`config.mk`:
```
export PLATFORM = sky130hd
export DESIGN_NAME = reaction_sequencer_flat
export DESIGN_NICKNAME = d
export VERILOG_FILES = /design/src/rtl/reaction_sequencer_if.sv /design/src/rtl/reaction_sequencer.sv /design/src/flat_wrapper.sv
export SDC_FILE = /design/constraint.sdc
export NUM_CORES = 1
export LEC_CHECK = 0
export BUFFER_PORTS_ARGS = -buffer_cell sky130_fd_sc_hd__clkbuf_2
export CORE_UTILIZATION = 55
export DETAILED_ROUTE_END_ITERATION = 8
export PLACE_DENSITY_LB_ADDON = 0.15
export SKIP_LAST_GASP = 1
export SYNTH_ARGS = -nofsm -noshare
export SYNTH_HDL_FRONTEND = slang
export SYNTH_SLANG_ARGS = --single-unit
```
`constraint.sdc`:
```
create_clock -name clk -period 4.15 [get_ports clk]
set_input_delay 0.83 -clock clk [delete_from_list [all_inputs] [get_ports clk]]
set_output_delay 0.83 -clock clk [all_outputs]
set_load 0.05 [all_outputs]
```
`src/rtl/reaction_sequencer_if.sv`:
```
// Reaction sequencer bundle: the datapath inputs the controller samples
// (start request, debounced button, LFSR value) and the LED/score outputs it
// drives.
//   master : the side that drives start/button/rand_in and watches the results
//   slave  : the sequencer itself
interface reaction_sequencer_if;
    logic        start;
    logic        button;
    logic [9:0]  rand_in;
    logic        led_on;
    logic        busy;
    logic [13:0] rt_ms;
    logic        rt_valid;
    logic        false_start;
    logic        timeout;

    modport master (
        output start, button, rand_in,
        input  led_on, busy, rt_ms, rt_valid, false_start, timeout
    );

    modport slave (
        input  start, button, rand_in,
        output led_on, busy, rt_ms, rt_valid, false_start, timeout
    );
endinterface

```
`src/rtl/reaction_sequencer.sv`:
```
// Reaction-timer controller. A start request samples the free-running LFSR
// once to form a random delay (MIN_DELAY_MS + rand_in ms), counts it down,
// lights the stimulus LED and measures the time to the next button press in
// ms. False starts and timeouts are reported as separate outcomes.
//
// Ports:
//   clk  : system clock
//   rst  : synchronous, active-high reset
//   bus  : reaction_sequencer_if.slave
//          in : start, button (debounced, clk-synchronous), rand_in[9:0]
//          out: led_on, busy, rt_ms[13:0], rt_valid, false_start, timeout
//
// state  | meaning
// -------+------------------------------------------------------------
// IDLE   | after reset, nothing measured yet; waits for start
// WAIT   | random delay running, LED off; a press here is a false start
// GO     | LED on, ms counter running until press or MAX_RT_MS
// RESULT | outcome held until the next start
module reaction_sequencer #(
    parameter int TICKS_PER_MS = 50000,
    parameter int MIN_DELAY_MS = 1000,
    parameter int MAX_RT_MS    = 9999
) (
    input  logic                 clk,
    input  logic                 rst,
    reaction_sequencer_if.slave  bus
);

    localparam int PW = (TICKS_PER_MS > 2) ? $clog2(TICKS_PER_MS) : 1;
    localparam logic [PW-1:0] PS_LAST = PW'(TICKS_PER_MS - 1);
    localparam logic [13:0]   MIN_D   = 14'(MIN_DELAY_MS);
    localparam logic [13:0]   MAX_RT  = 14'(MAX_RT_MS);
    localparam logic [13:0]   MAX_M1  = 14'(MAX_RT_MS - 1);

    typedef enum logic [1:0] {IDLE, WAIT, GO, RESULT} state_t;

    state_t        state_q, state_d;
    logic [PW-1:0] presc_q, presc_d;
    logic [13:0]   delay_q, delay_d;
    logic [13:0]   ms_q, ms_d;
    logic [13:0]   rt_ms_q, rt_ms_d;
    logic          button_q;
    logic          led_q, led_d;
    logic          rv_q, rv_d;
    logic          fs_q, fs_d;
    logic          to_q, to_d;

    logic press;
    logic tick;

    // Edge detect against the previous cycle's level, so a button already
    // held when start arrives only counts after a release and a new press.
    assign press = bus.button & ~button_q;
    assign tick  = (presc_q == PS_LAST);

    always_ff @(posedge clk) begin
        if (rst) begin
            state_q  <= IDLE;
            presc_q  <= '0;
            delay_q  <= '0;
            ms_q     <= '0;
            rt_ms_q  <= '0;
            button_q <= 1'b0;
            led_q    <= 1'b0;
            rv_q     <= 1'b0;
            fs_q     <= 1'b0;
            to_q     <= 1'b0;
        end else begin
            state_q  <= state_d;
            presc_q  <= presc_d;
            delay_q  <= delay_d;
            ms_q     <= ms_d;
            rt_ms_q  <= rt_ms_d;
            button_q <= bus.button;
            led_q    <= led_d;
            rv_q     <= rv_d;
            fs_q     <= fs_d;
            to_q     <= to_d;
        end
    end

    always_comb begin
        state_d = state_q;
        presc_d = tick ? '0 : presc_q + PW'(1);
        delay_d = delay_q;
        ms_d    = ms_q;
        rt_ms_d = rt_ms_q;
        led_d   = led_q;
        rv_d    = rv_q;
        fs_d    = fs_q;
        to_d    = to_q;

        case (state_q)
            IDLE, RESULT: begin
                // start outranks a same-cycle press; presses are ignored here
                if (bus.start) begin
                    state_d = WAIT;
                    delay_d = MIN_D + {4'd0, bus.rand_in};
                    presc_d = '0;
                    rt_ms_d = '0;
                    rv_d    = 1'b0;
                    fs_d    = 1'b0;
                    to_d    = 1'b0;
                end
            end
            WAIT: begin
                if (press) begin
                    state_d = RESULT;
                    fs_d    = 1'b1;
                end else if (tick) begin
                    if (delay_q == 14'd1) begin
                        state_d = GO;
                        led_d   = 1'b1;
                        ms_d    = '0;
                        presc_d = '0;
                    end else begin
                        delay_d = delay_q - 14'd1;
                    end
                end
            end
            GO: begin
                if (press) begin
                    state_d = RESULT;
                    rt_ms_d = ms_q;
                    rv_d    = 1'b1;
                    led_d   = 1'b0;
                end else if (tick) begin
                    if (ms_q == MAX_M1) begin
                        state_d = RESULT;
                        rt_ms_d = MAX_RT;
                        to_d    = 1'b1;
                        led_d   = 1'b0;
                    end else begin
                        ms_d = ms_q + 14'd1;
                    end
                end
            end
            default: state_d = IDLE;
        endcase
    end

    assign bus.led_on      = led_q;
    assign bus.busy        = (state_q == WAIT) || (state_q == GO);
    assign bus.rt_ms       = rt_ms_q;
    assign bus.rt_valid    = rv_q;
    assign bus.false_start = fs_q;
    assign bus.timeout     = to_q;

endmodule

```
`src/flat_wrapper.sv`:
```
// flat-port wrapper written by rule: the top's interface ports become plain ports
module reaction_sequencer_flat 
#(
    parameter int TICKS_PER_MS = 50000,
    parameter int MIN_DELAY_MS = 1000,
    parameter int MAX_RT_MS    = 9999
)
  (clk, rst, bus_start, bus_button, bus_rand_in, bus_led_on, bus_busy, bus_rt_ms, bus_rt_valid, bus_false_start, bus_timeout);
  reaction_sequencer_if bus_i ();
  input  logic clk;
  input  logic rst;
  input wire logic [$bits(bus_i.start)-1:0] bus_start;
  input wire logic [$bits(bus_i.button)-1:0] bus_button;
  input wire logic [$bits(bus_i.rand_in)-1:0] bus_rand_in;
  output wire logic [$bits(bus_i.led_on)-1:0] bus_led_on;
  output wire logic [$bits(bus_i.busy)-1:0] bus_busy;
  output wire logic [$bits(bus_i.rt_ms)-1:0] bus_rt_ms;
  output wire logic [$bits(bus_i.rt_valid)-1:0] bus_rt_valid;
  output wire logic [$bits(bus_i.false_start)-1:0] bus_false_start;
  output wire logic [$bits(bus_i.timeout)-1:0] bus_timeout;
  assign bus_i.start = bus_start;
  assign bus_i.button = bus_button;
  assign bus_i.rand_in = bus_rand_in;
  assign bus_led_on = bus_i.led_on;
  assign bus_busy = bus_i.busy;
  assign bus_rt_ms = bus_i.rt_ms;
  assign bus_rt_valid = bus_i.rt_valid;
  assign bus_false_start = bus_i.false_start;
  assign bus_timeout = bus_i.timeout;
  reaction_sequencer #(.TICKS_PER_MS(TICKS_PER_MS), .MIN_DELAY_MS(MIN_DELAY_MS), .MAX_RT_MS(MAX_RT_MS)) u_core (.clk(clk), .rst(rst), .bus(bus_i));
endmodule
```
After elaboration in Yosys (flattened, before gate mapping) --
Cells that the tools add are included.
Operators by class: $add $sub $neg 4, multipliers 0, div/mod/pow operators 0, magnitude comparators 0, equality and inequality tests 21, shifts and indexed selects 0, muxes and demuxes 46, bitwise operators 2, reductions and logical operators 14
Operators by type and width (number):
- two-way mux 14 bit | 14
- one-hot mux 14 bit (2 select lines) | 3
- two-way mux 16 bit | 5
- one-hot mux 16 bit (2 select lines) | 1
- adder 16 x 1 -> 16 bit (second input constant) | 1
- equality test 16 bit (second input constant) | 1
- AND reduction 5 bit | 3
- adder 14 x 1 -> 14 bit (second input constant) | 1
- equality test 14 x 1 -> 1 bit (second input constant) | 1
- equality test 14 bit (second input constant) | 1
- two-way mux 2 bit | 7
- subtractor 14 x 1 -> 14 bit (second input constant) | 1
- inequality test 2 x 1 -> 1 bit (second input constant) | 6
- inequality test 3 x 1 -> 1 bit (second input constant) | 4
- adder 10 x 10 -> 11 bit (first input constant) | 1
- two-way mux 1 bit | 11
- inequality test 2 bit (second input constant) | 5
- one-hot mux 1 bit (2 select lines) | 4
- AND reduction 7 bit | 1
- one-hot mux 2 bit (3 select lines) | 1
- AND reduction 3 bit | 2
- AND reduction 6 bit | 1
- nonzero test 2 bit | 3
- equality test 2 bit (second input constant) | 2
- other kinds (7) | 7
Storage, ports and cells: flip-flop bits (word level) 65, latch bits 0, memory bits (writable) 0, bits in read-only memories 0, bits of input ports 14, word-level logic and storage cells 97, memories 0

Logic depth before layout (Yosys ltp) --
depth after elaboration 6, gate-level depth with buffers 9

Worst setup path after synthesis --
Ideal clock, no wire load.
path type register to register, from reg u_core.delay_q[0], to reg u_core.ms_q[10], library setup time 66 ps, arrival 2504 ps, slack 1580 ps, stages on the path, launching flop included 8, path through dfxtp_1 ha_1 or4b_1 or4_4 o31a_1 buf_6 or4b_4 a21oi_2
On the way: word-level cells in the longest chain between the ends 3
Ends and longest elaborated chain:
- from (decl) | RTL line reaction_sequencer.sv:39 | logic [13:0] delay_q, delay_d;
- from (signal assigned) | RTL line reaction_sequencer.sv:71 | delay_q <= delay_d;
- equality test 14 x 1 -> 1 bit | RTL line reaction_sequencer.sv:111 | if (delay_q == 14'd1) begin
- inequality test 2 x 1 -> 1 bit (no line)
- AND reduction 7 bit (no line)
- to (signal assigned) | RTL line reaction_sequencer.sv:72 | ms_q <= ms_d;
- to (decl) | RTL line reaction_sequencer.sv:40 | logic [13:0] ms_q, ms_d;
Every way passes these cells. A chain may end at the register's enable or synchronous reset.

Worst setup path in the final report --
from reg u_core.delay_q[0], to reg u_core.ms_q[8]
The elaborated chain is that of the path after synthesis.

==> run_results.csv <==
group,metric,value,unit
run_status,status,"finished clean",
die,start_util,57.85,%
routing,drtAntennaViolNets,0,
worst_hold_path,min_from,"u_core.presc_q[0]",
sta,tightest_slew,0.7971,ns
place,place_ws,1.200,ns
routing,route.detailed.drc,0,
setup_path,critPathMaxFanout,25,
routing,drtIter0Drc,216,
place,place.gp.congestion,0.8657,
setup_path,regToRegStartpoint,"u_core.delay_q[0]",
final_layout,multi_input_area,0.002039,mm2
synth,synth_area,0.003486,mm2
clock_tree,cts_root_buf,"clkbuf_8",
die,rows,28,
synth,synth.distinct_cells,57,
final_layout,finish.net_count,465,
job,maxCapViolCount,0,
final_layout,area_growth,11.31,%
power,powerDensity,635.6,mW/mm2
die,die-area,0.006660,mm2
die,ioPinCount,33,
synth,ys_ff_latch,65,
sta,setup_viol,0,
synth,syn_area_per_cell,8.300,um2
place,port_buffers,32,
routing,first_pass_iters,5,
place,dp_hpwl,5937,um
sta,rsz0062_at_grt,"false",
routing,wire_per_inst,16.56,um
worst_hold_path,hp-class,"flip-flop to flip-flop",
grt,grt_antenna_before_repair,0,
clock_tree,hold_buffers,0,
setup_path,cp.arrival,3.23,ns
setup_path,path_class,"flip-flop to flip-flop",
synth,async_flop_share,0,%
sta,fmax,0.3343,GHz
clock_tree,cts_resized,0,
sta,finalHoldViolCount,0,
final_layout,drive_above_1_share,12.98,%
clock_tree,cts_tree,"done",
synth,ys.flop_type,"dfxtp_1",
grt,grt_max_degree,28,
clock_tree,htree_levels,3,
die,die_w,81.61,um
sta,slew_headroom,46.86,%
sta,period_needed,2.991,ns
sta,post-route-period-util,72.08,%
clock_tree,clock_latency,0.34,ns
routing,wl,8644,um
clock_tree,cts_setup_buffers,0,
sta,fin_ws,1.159,ns
synth,syn_inst,420,
grt,grt_pass1_wl,13700,um
grt,grt_use_total,27.24,%
setup_path,worstSetupStartpointType,"flip-flop",
die,coreArea,0.006026,mm2
grt,grt-ovfl-total,0,
setup_path,crit_start,"u_core.delay_q[0]",
die,die_h,81.61,um
routing,via_per_inst,6.427,
clock_tree,cts.clk_slew.worst_paths,0.07,ns
routing,num_vias,3355,
power,vdd_ir_drop_max,403.7,uV
sta,skew,0.009267,ns
synth,ys_warn_count,0,
clock_tree,clk_path_buf_depth,2,
final_layout,n_antenna_cell,0,
clock_tree,cts_buffers,9,
synth,synth-seq-area-share,37.33,%
final_layout,seq_area,0.001301,mm2
synth,syn_nets,442,
clock_tree,clock-sinks,65,
sta,fin_setup_tns,0,ns
synth,synth_edf_count,0,
setup_path,critPathRequiredTime,4.39,ns
power,leakage,1.428,nW
final_layout,fillers,527,
sta,slew_violations,0,
setup_path,cp-end-kind,"flip-flop",
grt,first_global_vias,2872,
-- report_power, final --
part | leakage (nW) | total (mW) | internal [mW] | switching, mW
clock | 0.106 | 0.588 | 0.351 | 0.237
combinational | 0.795 | 1.09 | 0.331 | 0.758
sequential | 0.527 | 0.788 | 0.709 | 0.0795
-- worst paths after layout --
check	slack, ns	endpoint	cells after the start
worst max-delay path	1.16	u_core.ms_q[8]	7
worst min-delay path	0.47	u_core.presc_q[0]	1
worst max register to register	1.16	u_core.ms_q[8]	7
worst min register to register	0.47	u_core.presc_q[0]	1
-- per-layer routing --
| metal | GRT usage [%] | wire, um |
|---|---|---|
| met1 | 36.65 | 4019 |
| met2 | 40.83 | 3931 |
| met3 | 6.444 | 510 |
| met4 | 13.16 | 182 |
| met5 | 0 | 0 |
-- cell families (layout without fill, tap and decap cells) --
family | count (synthesis) | count (layout) | share of synthesized area [%]
and+or+nand+nor | 176 | 176 | 28.43
DFF | 65 | 65 | 37.33
AOI/OAI and AO/OA | 113 | 113 | 21.43
muxes | 6 | 6 | 1.759
adders and majority gates | 8 | 8 | 2.872
xor gates and xnor gates | 16 | 16 | 4.020
buffers and inverters | 36 | 63 | 4.163
-- worst max-delay path: stages, from the launching register on --
cell     delay [ns]
dfxtp_1        0.41
ha_1           0.16
or4b_1         0.45
or4_4          0.58
o31a_1         0.53
o21ai_0        0.33
buf_4          0.24
o21ba_2        0.18
-- stage by stage --
stage                     utilization (%)  hold WS (ns)  power (mW)  cells  area, um2
after floorplan                         -        0.4261       1.621    420       3486
after global placement              60.90        0.4418       1.845    507       3670
after detailed placement            60.90        0.4538       1.855    507       3670
after CTS                           64.39        0.4737       2.450    522       3880
after global routing                64.39        0.4907       2.617    522       3880
final                               64.39        0.4656       2.466    522       3880
-- synthesized netlist by cell type, drive strengths merged (3+ instances only) --
library cell   n  area, um2
a32o           3      30.03
o31ai         12      90.09
o31a           3      26.28
nor2          35      131.4
a31oi          7      43.79
dfxtp         65       1301
and3          11      68.82
o211ai         4      30.03
mux2i          5      50.05
nor4           9      71.32
or4           18      138.9
a211oi         3      22.52
nand2         28      105.1
xnor2          7      61.31
buf            4      25.02
and4           5      43.79
inv           12      45.04
nor3          12      60.06
xor2           9      78.83
or3           11      68.82
nand3         17      85.08
clkbuf        20      75.07
ha             8      100.1
o21ai         23      115.1
a21oi         33      168.9
o2bb2ai        8      70.07
or4b           3      33.78
nand4         13      81.33
-- flip-flops by register name, indices dropped and copies added, names as in the netlist --
name / count
u_core.bus.false_start: 1
u_core.bus.rt_ms: 14
u_core.state_q: 2
u_core.bus.led_on: 1
u_core.delay_q: 14
u_core.bus.rt_valid: 1
u_core.presc_q: 16
u_core.ms_q: 14
u_core.bus.timeout: 1
u_core.button_q: 1
-- area by class of cell --
cell class                      count  share of cell area [%]
Clock buffer                       12                   3.741
Clock inverter                      3                   1.677
Inverter                           12                   1.161
Multi-Input combinational cell    319                   52.56
Sequential cell                    65                   33.54
Tap cell                           75                   2.419
Timing Repair Buffer               36                   4.902
-- cells in the final DEF (no fill, tap or decap), types with 3 or more instances in the layout --
master | synthesis | layout
a211oi_1 | 3 | 3
a21oi_1 | 32 | 32
a31oi_1 | 7 | 7
a32o_1 | 3 | 3
and3_1 | 11 | 11
and4_1 | 5 | 5
buf_4 | 0 | 4
clkbuf_2 | 0 | 32
clkbuf_8 | 0 | 10
dfxtp_1 | 65 | 65
ha_1 | 8 | 8
inv_1 | 12 | 12
mux2i_1 | 5 | 5
nand2_1 | 28 | 28
nand3_1 | 17 | 17
nand4_1 | 13 | 13
nor2_1 | 35 | 35
nor3_1 | 12 | 12
nor4_1 | 8 | 8
o211ai_1 | 4 | 4
o21ai_0 | 23 | 23
o2bb2ai_1 | 8 | 8
o31a_1 | 3 | 3
o31ai_1 | 12 | 12
or3_1 | 11 | 11
or4_1 | 17 | 17
xnor2_1 | 7 | 7
xor2_1 | 9 | 9
No activity file was read; power rests on OpenSTA's default activity.
